## src/rtl/mem_req_master.sv

```systemverilog
// mem_req_master: initiator for the 16-word x 32-bit valid/ready memory interface.
// Client commands are queued in a small FIFO. The head is driven onto the slave
// interface and held until the slave accepts it. Each completion is reported on a
// one-cycle response port. A sticky flag records a slave that stalls too long.
//
//   state | meaning
//   ------+---------------------------------------------------------------
//   IDLE  | no request outstanding; loads the FIFO head as soon as one exists
//   REQ   | req_* driven and frozen until req_ready_i; chains the next command
module mem_req_master #(
    parameter int FIFO_DEPTH = 4,
    parameter int TIMEOUT    = 255
) (
    input  logic        clk,
    input  logic        rst,
    input  logic        cmd_valid_i,
    input  logic        cmd_rnw_i,
    input  logic [3:0]  cmd_addr_i,
    input  logic [31:0] cmd_wdata_i,
    output logic        cmd_ready_o,
    output logic        req_o,
    output logic        req_rnw_o,
    output logic [3:0]  req_addr_o,
    output logic [31:0] req_wdata_o,
    input  logic        req_ready_i,
    input  logic [31:0] req_rdata_i,
    output logic        rsp_valid_o,
    output logic        rsp_rnw_o,
    output logic [3:0]  rsp_addr_o,
    output logic [31:0] rsp_rdata_o,
    output logic        busy_o,
    output logic        err_timeout_o
);

    localparam int AW = (FIFO_DEPTH > 1) ? $clog2(FIFO_DEPTH) : 1;
    localparam int CW = AW + 1;
    localparam int TW = (TIMEOUT > 1) ? $clog2(TIMEOUT + 1) : 1;
    localparam int EW = 37;

    typedef enum logic [0:0] {
        IDLE = 1'b0,
        REQ  = 1'b1
    } state_t;

    state_t          state;
    logic [EW-1:0]   fifo_mem [FIFO_DEPTH];
    logic [AW-1:0]   wr_ptr;
    logic [AW-1:0]   rd_ptr;
    logic [CW-1:0]   count;
    logic [TW-1:0]   wait_cnt;
    logic [EW-1:0]   head;
    logic            fifo_full;
    logic            fifo_empty;
    logic            push;
    logic            pop;
    logic            handshake;

    // Ready depends only on registered FIFO state, so a full FIFO never
    // accepts a command even if the head leaves in the same cycle.
    assign fifo_full   = (count == CW'(FIFO_DEPTH));
    assign fifo_empty  = (count == '0);
    assign cmd_ready_o = !fifo_full && !rst;
    assign push        = cmd_valid_i && cmd_ready_o;

    // req_o is only ever high in REQ; the state term keeps ready ignored in IDLE.
    assign handshake   = (state == REQ) && req_o && req_ready_i;

    // The head is consumed whenever the request register is free at this edge:
    // either nothing is outstanding, or the outstanding request completes now.
    assign pop         = !fifo_empty && ((state == IDLE) || handshake);
    assign head        = fifo_mem[rd_ptr];

    assign busy_o      = req_o || !fifo_empty;

    // FIFO storage; contents need no reset because the count gates every read.
    always_ff @(posedge clk) begin
        if (push) begin
            fifo_mem[wr_ptr] <= {cmd_rnw_i, cmd_addr_i, cmd_wdata_i};
        end
    end

    // FIFO pointers and occupancy; pointers wrap naturally at the power-of-two depth.
    always_ff @(posedge clk) begin
        if (rst) begin
            wr_ptr <= '0;
            rd_ptr <= '0;
            count  <= '0;
        end else begin
            if (push) begin
                wr_ptr <= wr_ptr + AW'(1);
            end
            if (pop) begin
                rd_ptr <= rd_ptr + AW'(1);
            end
            case ({push, pop})
                2'b10:   count <= count + CW'(1);
                2'b01:   count <= count - CW'(1);
                default: count <= count;
            endcase
        end
    end

    // Request FSM, response capture and stall watchdog.
    always_ff @(posedge clk) begin
        if (rst) begin
            state         <= IDLE;
            req_o         <= 1'b0;
            req_rnw_o     <= 1'b0;
            req_addr_o    <= '0;
            req_wdata_o   <= '0;
            rsp_valid_o   <= 1'b0;
            rsp_rnw_o     <= 1'b0;
            rsp_addr_o    <= '0;
            rsp_rdata_o   <= '0;
            wait_cnt      <= '0;
            err_timeout_o <= 1'b0;
        end else begin
            rsp_valid_o <= 1'b0;
            if (handshake) begin
                rsp_valid_o <= 1'b1;
                rsp_rnw_o   <= req_rnw_o;
                rsp_addr_o  <= req_addr_o;
                rsp_rdata_o <= req_rnw_o ? req_rdata_i : 32'd0;
            end

            // A new request gets a fresh stall budget.
            if (pop) begin
                req_rnw_o   <= head[36];
                req_addr_o  <= head[35:32];
                req_wdata_o <= head[31:0];
                wait_cnt    <= '0;
            end

            case (state)
                IDLE: begin
                    if (!fifo_empty) begin
                        state <= REQ;
                        req_o <= 1'b1;
                    end
                end
                REQ: begin
                    if (req_ready_i) begin
                        if (fifo_empty) begin
                            state <= IDLE;
                            req_o <= 1'b0;
                        end
                    end else begin
                        // The request stays up after a timeout; only the flag records it.
                        if (wait_cnt != TW'(TIMEOUT)) begin
                            wait_cnt <= wait_cnt + TW'(1);
                        end
                        if (wait_cnt == TW'(TIMEOUT - 1)) begin
                            err_timeout_o <= 1'b1;
                        end
                    end
                end
                default: begin
                    state <= IDLE;
                    req_o <= 1'b0;
                end
            endcase
        end
    end

endmodule

```

## config.mk

```make
export PLATFORM = sky130hd
export DESIGN_NAME = mem_req_master
export DESIGN_NICKNAME = d
export VERILOG_FILES = /design/src/rtl/mem_req_master.sv
export SDC_FILE = /design/constraint.sdc
export NUM_CORES = 1
export LEC_CHECK = 0
export BUFFER_PORTS_ARGS = -buffer_cell sky130_fd_sc_hd__clkbuf_2
export CAP_MARGIN = 20
export CELL_PAD_IN_SITES_DETAIL_PLACEMENT = 2
export CELL_PAD_IN_SITES_GLOBAL_PLACEMENT = 2
export CORE_ASPECT_RATIO = 1.1
export CORE_MARGIN = 5
export CORE_UTILIZATION = 38
export CTS_CLUSTER_DIAMETER = 50
export DETAILED_ROUTE_END_ITERATION = 7
export HOLD_SLACK_MARGIN = 0.1
export PLACE_DENSITY = 0.89
export SYNTH_ARGS = -nofsm -noshare
export SYNTH_HDL_FRONTEND = slang
export SYNTH_SLANG_ARGS = --single-unit
```

## constraint.sdc

```tcl
create_clock -name clk -period 2.9 [get_ports clk]
set_input_delay 0.435 -clock clk [delete_from_list [all_inputs] [get_ports clk]]
set_output_delay 0.435 -clock clk [all_outputs]
set_load 0.01 [all_outputs]
```

Yosys cells after proc, flatten, opt, wreduce, memory -nomap -nowiden
Memory sizes are Yosys's and may differ from the RTL's. A register that Yosys moved wholly into a read port is not among the register bits.
Cells that the tools add are included.

storage, ports and cells
  register bits after elaboration = 56
  latch bits = 0
  memory bits (writable) = 148
  memory bits (read-only) = 0
  output and inout bits = 79
  logic and storage cells = 57
  memories kept = 1

cells by class
  add/subtract/negate cells = 5
  multipliers = 0
  div/mod/pow operators = 0
  $lt $le $gt $ge = 0
  equality and inequality tests = 8
  shift operators = 0
  mux-type cells = 16
  bitwise operators = 2
  reduce and logical (&&, ||, !) cells = 14

memory list
  name      words  bits a word  rd ports  clocked after Yosys merged registers in  wr ports  line  RTL
  fifo_mem  4      37           1         1                                        1         46    logic [EW-1:0] fifo_mem [FIFO_DEPTH];

operators by type and width
  kind                                                    number
  two-way mux 32 bit                                      1
  two-way mux 8 bit                                       4
  adder 8 x 1 -> 8 bit (second input constant)            1
  equality test 8 bit (second input constant)             1
  two-way mux 1 bit                                       8
  inequality test 8 bit (second input constant)           1
  case mux 3 bit (2 select lines)                         1
  AND reduction 3 bit                                     2
  logical AND 1 bit                                       5
  adder 2 x 1 -> 2 bit (second input constant)            2
  inequality test 2 bit (second input constant)           2
  case mux 1 bit (2 select lines)                         2
  adder 3 x 1 -> 3 bit (second input constant)            1
  equality test 3 bit (second input constant)             1
  zero test 1 bit                                         3
  zero test 3 bit                                         1
  subtractor 3 x 1 -> 3 bit (second input constant)       1
  equality test 2 x 1 -> 1 bit (second input constant)    1
  equality test 2 bit (second input constant)             1
  logical OR 1 bit                                        2
  inequality test 2 x 1 -> 1 bit (second input constant)  1
  NOT 1 bit                                               2
  nonzero test 2 bit                                      1

Longest topological paths before layout
  depth in word-level cells = 8
  gate-level depth with buffers = 11

Least setup slack after synthesis
No wires, ideal clock.

  path kind = register -> register
  start point = register req_o
  end point = register count[2]
  setup time = 0.070 ns
  data arrival time = 2.206 ns
  required time = 2.830 ns
  slack = 0.624 ns
  cell stages (with the launch flop) = 12
  period minus slack after synthesis = 2.276 ns
  cell sequence = dfxtp_1 nand2_1 a21o_1 buf_4 inv_4 buf_4 ha_1 inv_1 fa_1 xor2_1 or3_1 a21oi_1

between the ends
  longest elaborated chain between the ends = 6

RTL lines
  what                                                                   line  RTL
  start: declaration                                                     21    output logic req_o,
  start signal: assignment                                               107   req_o <= 1'b0;
  start signal: assignment                                               138   req_o <= 1'b1;
  start signal: assignment                                               145   req_o <= 1'b0;
  logical AND 1 bit (*) (2 in series)                                    66    assign handshake = (state == REQ) && req_o && req_ready_i;
  logical OR 1 bit (*)                                                   70    assign pop = !fifo_empty && ((state == IDLE) || handshake);
  logical AND 1 bit (*)                                                  70
  via pop                                                                55    logic pop;
  equality test 2 x 1 -> 1 bit or equality test 2 bit (tied branches)    95    case ({push, pop})
  case mux 3 bit (2 select lines) or nonzero test 2 bit (tied branches)  n/a
  end signal: assignment                                                 96    2'b10: count <= count + CW'(1);
  end signal: assignment                                                 97    2'b01: count <= count - CW'(1);
  end signal: assignment                                                 98    default: count <= count;
  end: declaration                                                       49    logic [CW-1:0] count;

Mark *: on every way through the listed nets, which the timed path passes. The rest lies on a longest branch.
A chain may end at the register's enable or synchronous reset.

Worst setup path in the final report
  start point = register count[0]
  end point = register count[2]

between the ends
  longest elaborated chain between the ends = 6

RTL lines
  what                                                                   line  RTL
  equality test 3 bit                                                    60    assign fifo_full = (count == CW'(FIFO_DEPTH));
  zero test 1 bit                                                        62    assign cmd_ready_o = !fifo_full && !rst;
  logical AND 1 bit                                                      62
  logical AND 1 bit                                                      63    assign push = cmd_valid_i && cmd_ready_o;
  equality test 2 x 1 -> 1 bit or equality test 2 bit (tied branches)    95
  case mux 3 bit (2 select lines) or nonzero test 2 bit (tied branches)  n/a

Several ways; a longest one is shown, not always the timed one.

==> results_tabular.tex <==
\begin{tabular}{lr}
\hline
Metric & Value \\
\hline
\multicolumn{2}{l}{\textbf{Synthesis}} \\
\quad Average instance area after synthesis & 14.05 um\^{}2 \\
\quad Syn\_nets & 721 \\
\quad Netlist area before placement & 8991 um\^{}2 \\
\quad Register area share after synthesis & 70.14\% \\
\quad Register bit count reported by yosys & 241 \\
\quad Syn Inst Count & 640 \\
\quad Number of enable flip-flop cells after synthesis & 148 \\
\quad Synth async-reset ratio & 0\% \\
\quad Cell variety after synth & 42 \\
\quad Number of warnings issued by yosys & 0 \\
\quad Ys flop type & sky130\_fd\_sc\_hd\_\_edfxtp\_1 \\
\multicolumn{2}{l}{\textbf{Place}} \\
\quad DP HPWL & 16490 um \\
\quad Gp weighted congestion & 0.7349 \\
\quad DP Area & 10080 um\^{}2 \\
\quad Port-buffer cells & 151 \\
\quad Worst slack at placement & 637.5 ps \\
\multicolumn{2}{l}{\textbf{Critical path}} \\
\quad Worst EP required & 3380 ps \\
\quad Endpoint class of the critical path & register \\
\quad WS Path Type & reg -> reg \\
\quad Cell count of the worst reg-to-reg path & 9 \\
\quad Worst setup slack for register-to-register paths & 680 ps \\
\quad CP Data Arrival Time & 2700 ps \\
\quad CP Launch Type & register \\
\quad Critical path fanouts, max & 8 \\
\quad Critical R2R Capture & count[2] \\
\quad R2r startpoint & count[0] \\
\multicolumn{2}{l}{\textbf{Drt}} \\
\quad DR iter-0 viols & 232 \\
\quad DR pass1 iterations & 4 \\
\quad Number of remaining DRC errors & 0 \\
\quad Post-detailed-routing wire length & 25420 um \\
\quad Count of antenna-violating nets left after detailed routing & 0 \\
\quad Routed vias & 5923 \\
\quad Mean routed wirelength per cell & 22.26 um \\
\quad Mean number of vias per cell & 5.187 \\
\multicolumn{2}{l}{\textbf{Timing}} \\
\quad Final Hold Viols & 0 \\
\quad Worst slew margin & 53.48\% \\
\quad \# setup viols final & 0 \\
\quad Setup\_tns & 0 ps \\
\quad Ratio of final minimum period to clock period & 76.40\% \\
\quad Max Transition Viols Final & 0 \\
\quad Worst Clk Skew & 10.83 ps \\
\quad Slew at the pin with the worst max-slew slack & 697.8 ps \\
\quad Peak Freq & 451.3 MHz \\
\quad Shortest clock period the worst path allows after layout & 2216 ps \\
\quad Unrepaired setup endpoints after global routing & no \\
\quad Worst Slack Setup Final & 684.3 ps \\
\multicolumn{2}{l}{\textbf{Pwr}} \\
\quad Pwr per Cell Area & 904.5 nW/um\^{}2 \\
\quad Comb power frac & 21.2\% \\
\quad Cell Int Power & 7.018 mW \\
\quad Net switching power of the design & 3.161 mW \\
\quad Seq pwr share & 42.6\% \\
\quad Clock share of power & 36.1\% \\
\quad Worst supply voltage drop on vdd & 556.0 uV \\
\quad Static power due to leakage & 4.021 nW \\
\quad Sw Share & 31.05\% \\
\multicolumn{2}{l}{\textbf{CTS}} \\
\quad Post-CTS setup repair buffer count & 0 \\
\quad Clock buffers created by TritonCTS & 31 \\
\quad H-tree lvl count & 1 \\
\quad Clk buf depth & 3 \\
\quad Clock tree root buffer cell & sky130\_fd\_sc\_hd\_\_clkbuf\_16 \\
\quad CTS tree & done \\
\quad Source-to-sink clock delay at the later pin of the worst-skew pair & 550 ps \\
\quad Number of sinks driven by the clock tree & 241 \\
\quad Reg clk slew, reported paths & 60 ps \\
\multicolumn{2}{l}{\textbf{Floorplan}} \\
\quad Row count & 59 \\
\quad Number of primary I/O pins & 152 \\
\quad Die Footprint & 26840 um\^{}2 \\
\quad Die width & 156.7 um \\
\quad Area of the core region & 23480 um\^{}2 \\
\quad Die Y & 171.3 um \\
\quad Initial cell density of the core & 38.30\% \\
\multicolumn{2}{l}{\textbf{Job}} \\
\quad Count of maximum capacitance violations & 0 \\
\multicolumn{2}{l}{\textbf{GRT}} \\
\quad Number of global-route vias before repair & 6657 \\
\quad Gr ovfl total & 0 \\
\quad Pin count of the biggest net entering global routing & 95 \\
\quad Total GRT Usage & 18.69\% \\
\quad Global-route wire length before repair & 39330 um \\
\quad Initial antenna violation count & 1 \\
\multicolumn{2}{l}{\textbf{Layout}} \\
\quad Top library cells by usage in the layout, fill and taps aside & 150 x sky130\_fd\_sc\_hd\_\_clkbuf\_2, 148 x sky130\_fd\_sc\_hd\_\_edfxtp\_1, 124 x sky130\_fd\_sc\_hd\_\_nand2\_1 \\
\quad End-of-flow core utilization & 47.94\% \\
\quad Final non-filler cell area & 11250 um\^{}2 \\
\quad Layout overhead on the synthesized area & 25.16\% \\
\quad Most common cell after layout, fill and taps aside & sky130\_fd\_sc\_hd\_\_clkbuf\_2 \\
\quad Final \#Nets & 893 \\
\quad Diode count & 0 \\
\quad Share of post-route cells with drive strength above 1 & 32.02\% \\
\multicolumn{2}{l}{\textbf{Hold path}} \\
\quad Cell count of the worst hold path & 1 \\
\quad Hold Crit Class & in -> reg \\
\quad Hold Path Origin & cmd\_wdata\_i[21] \\
\quad End point of the worst hold path & fifo\_mem[0][21] \\
\multicolumn{2}{l}{\textbf{Run status}} \\
\quad Run status & completed \\
\hline
\end{tabular}
[how the worst max path moves through the flow]
| stage | to | startpoint | slack, ps |
|---|---|---|---|
| floorplan | count[2] | req_o | 620 |
| finish | count[2] | count[0] | 680 |
| global route | count[2] | count[0] | 560 |
| CTS | count[2] | count[0] | 660 |
| global placement | count[2] | req_ready_i | 690 |
| detailed placement | count[2] | req_ready_i | 640 |
[power by group through the flow]
stage	clock network (mW)	registers, mW	logic (mW)
finish	3.68	4.34	2.16
global route	3.96	4.39	2.38
CTS	3.77	4.35	2.21
detailed placement	0	4.42	2.17
global placement	0	4.36	2.08
floorplan	0	4.35	1.40
[state kept, by name (all words and copies together), names as in the netlist]
name,cells
fifo_mem,148
req_wdata_o,32
rsp_rdata_o,32
wait_cnt,8
req_addr_o,4
rsp_addr_o,4
count,3
rd_ptr,2
wr_ptr,2
err_timeout_o,1
req_o,1
req_rnw_o,1
rsp_rnw_o,1
rsp_valid_o,1
state,1
[stage by stage]
stage,hold slack (ps),std cells,power (mW)
floorplan,476.1,640,5.753
global placement,438.3,1068,6.438
detailed placement,450.0,1068,6.587
CTS,100.4,1140,10.33
global route,100.8,1142,10.73
finish,123.9,1142,10.18
[synthesized netlist by cell type (4+ instances only)]
cell type	count	area share (%)
sky130_fd_sc_hd__xnor2_1	4	0.39
sky130_fd_sc_hd__and2_1	4	0.28
sky130_fd_sc_hd__edfxtp_1	148	49
sky130_fd_sc_hd__buf_2	10	0.56
sky130_fd_sc_hd__a21oi_1	84	4.7
sky130_fd_sc_hd__nand3_1	38	2.1
sky130_fd_sc_hd__ha_1	7	0.97
sky130_fd_sc_hd__nor2_1	10	0.42
sky130_fd_sc_hd__clkbuf_1	18	0.75
sky130_fd_sc_hd__mux4_2	37	9.3
sky130_fd_sc_hd__buf_4	9	0.75
sky130_fd_sc_hd__nand2_1	124	5.2
sky130_fd_sc_hd__inv_1	9	0.38
sky130_fd_sc_hd__dfxtp_1	93	21
[cell families after synthesis]
family / share of synthesized area (%)
buffers and inverters: 2.964
adder cells (fa/ha/maj): 1.197
AO/OA/AOI/OAI: 6.276
multiplexers: 9.268
flip-flops: 70.14
AND/OR/NAND/NOR: 9.574
XOR/XNOR: 0.5845
[routing by layer]
layer	global-route usage (%)	part of all wire, %
met3	3.976	6.3
met5	0	0.051
met1	22.71	40
met4	3.660	1.4
met2	34.41	52
[final cells by class]
| cell class | count | area [um^2] |
|---|---|---|
| Clock buffer | 36 | 804.5 |
| Timing Repair Buffer | 180 | 1096 |
| Tap cell | 305 | 381.6 |
| Fill cell | 2315 | 12220 |
| Inverter | 11 | 43.79 |
| Multi-Input combinational cell | 347 | 2425 |
| Sequential cell | 241 | 6311 |
| Clock inverter | 22 | 191.4 |
[worst max-delay path, stage by stage, from the launching register on]
cell and delay [ps]:
sky130_fd_sc_hd__dfxtp_1 450, sky130_fd_sc_hd__nor2_1 130, sky130_fd_sc_hd__a211oi_4 460, sky130_fd_sc_hd__inv_1 90, sky130_fd_sc_hd__ha_1 240, sky130_fd_sc_hd__inv_1 80
sky130_fd_sc_hd__fa_1 180, sky130_fd_sc_hd__xor2_1 80, sky130_fd_sc_hd__or3_1 310, sky130_fd_sc_hd__a21oi_1 130
[repair_timing]
action / in CTS / in global routing
hold endpoints to repair: 56 / 3
resized for setup: 0 / 0
hold buffers: 14 / 1
Power figures use the tool's default switching activity.
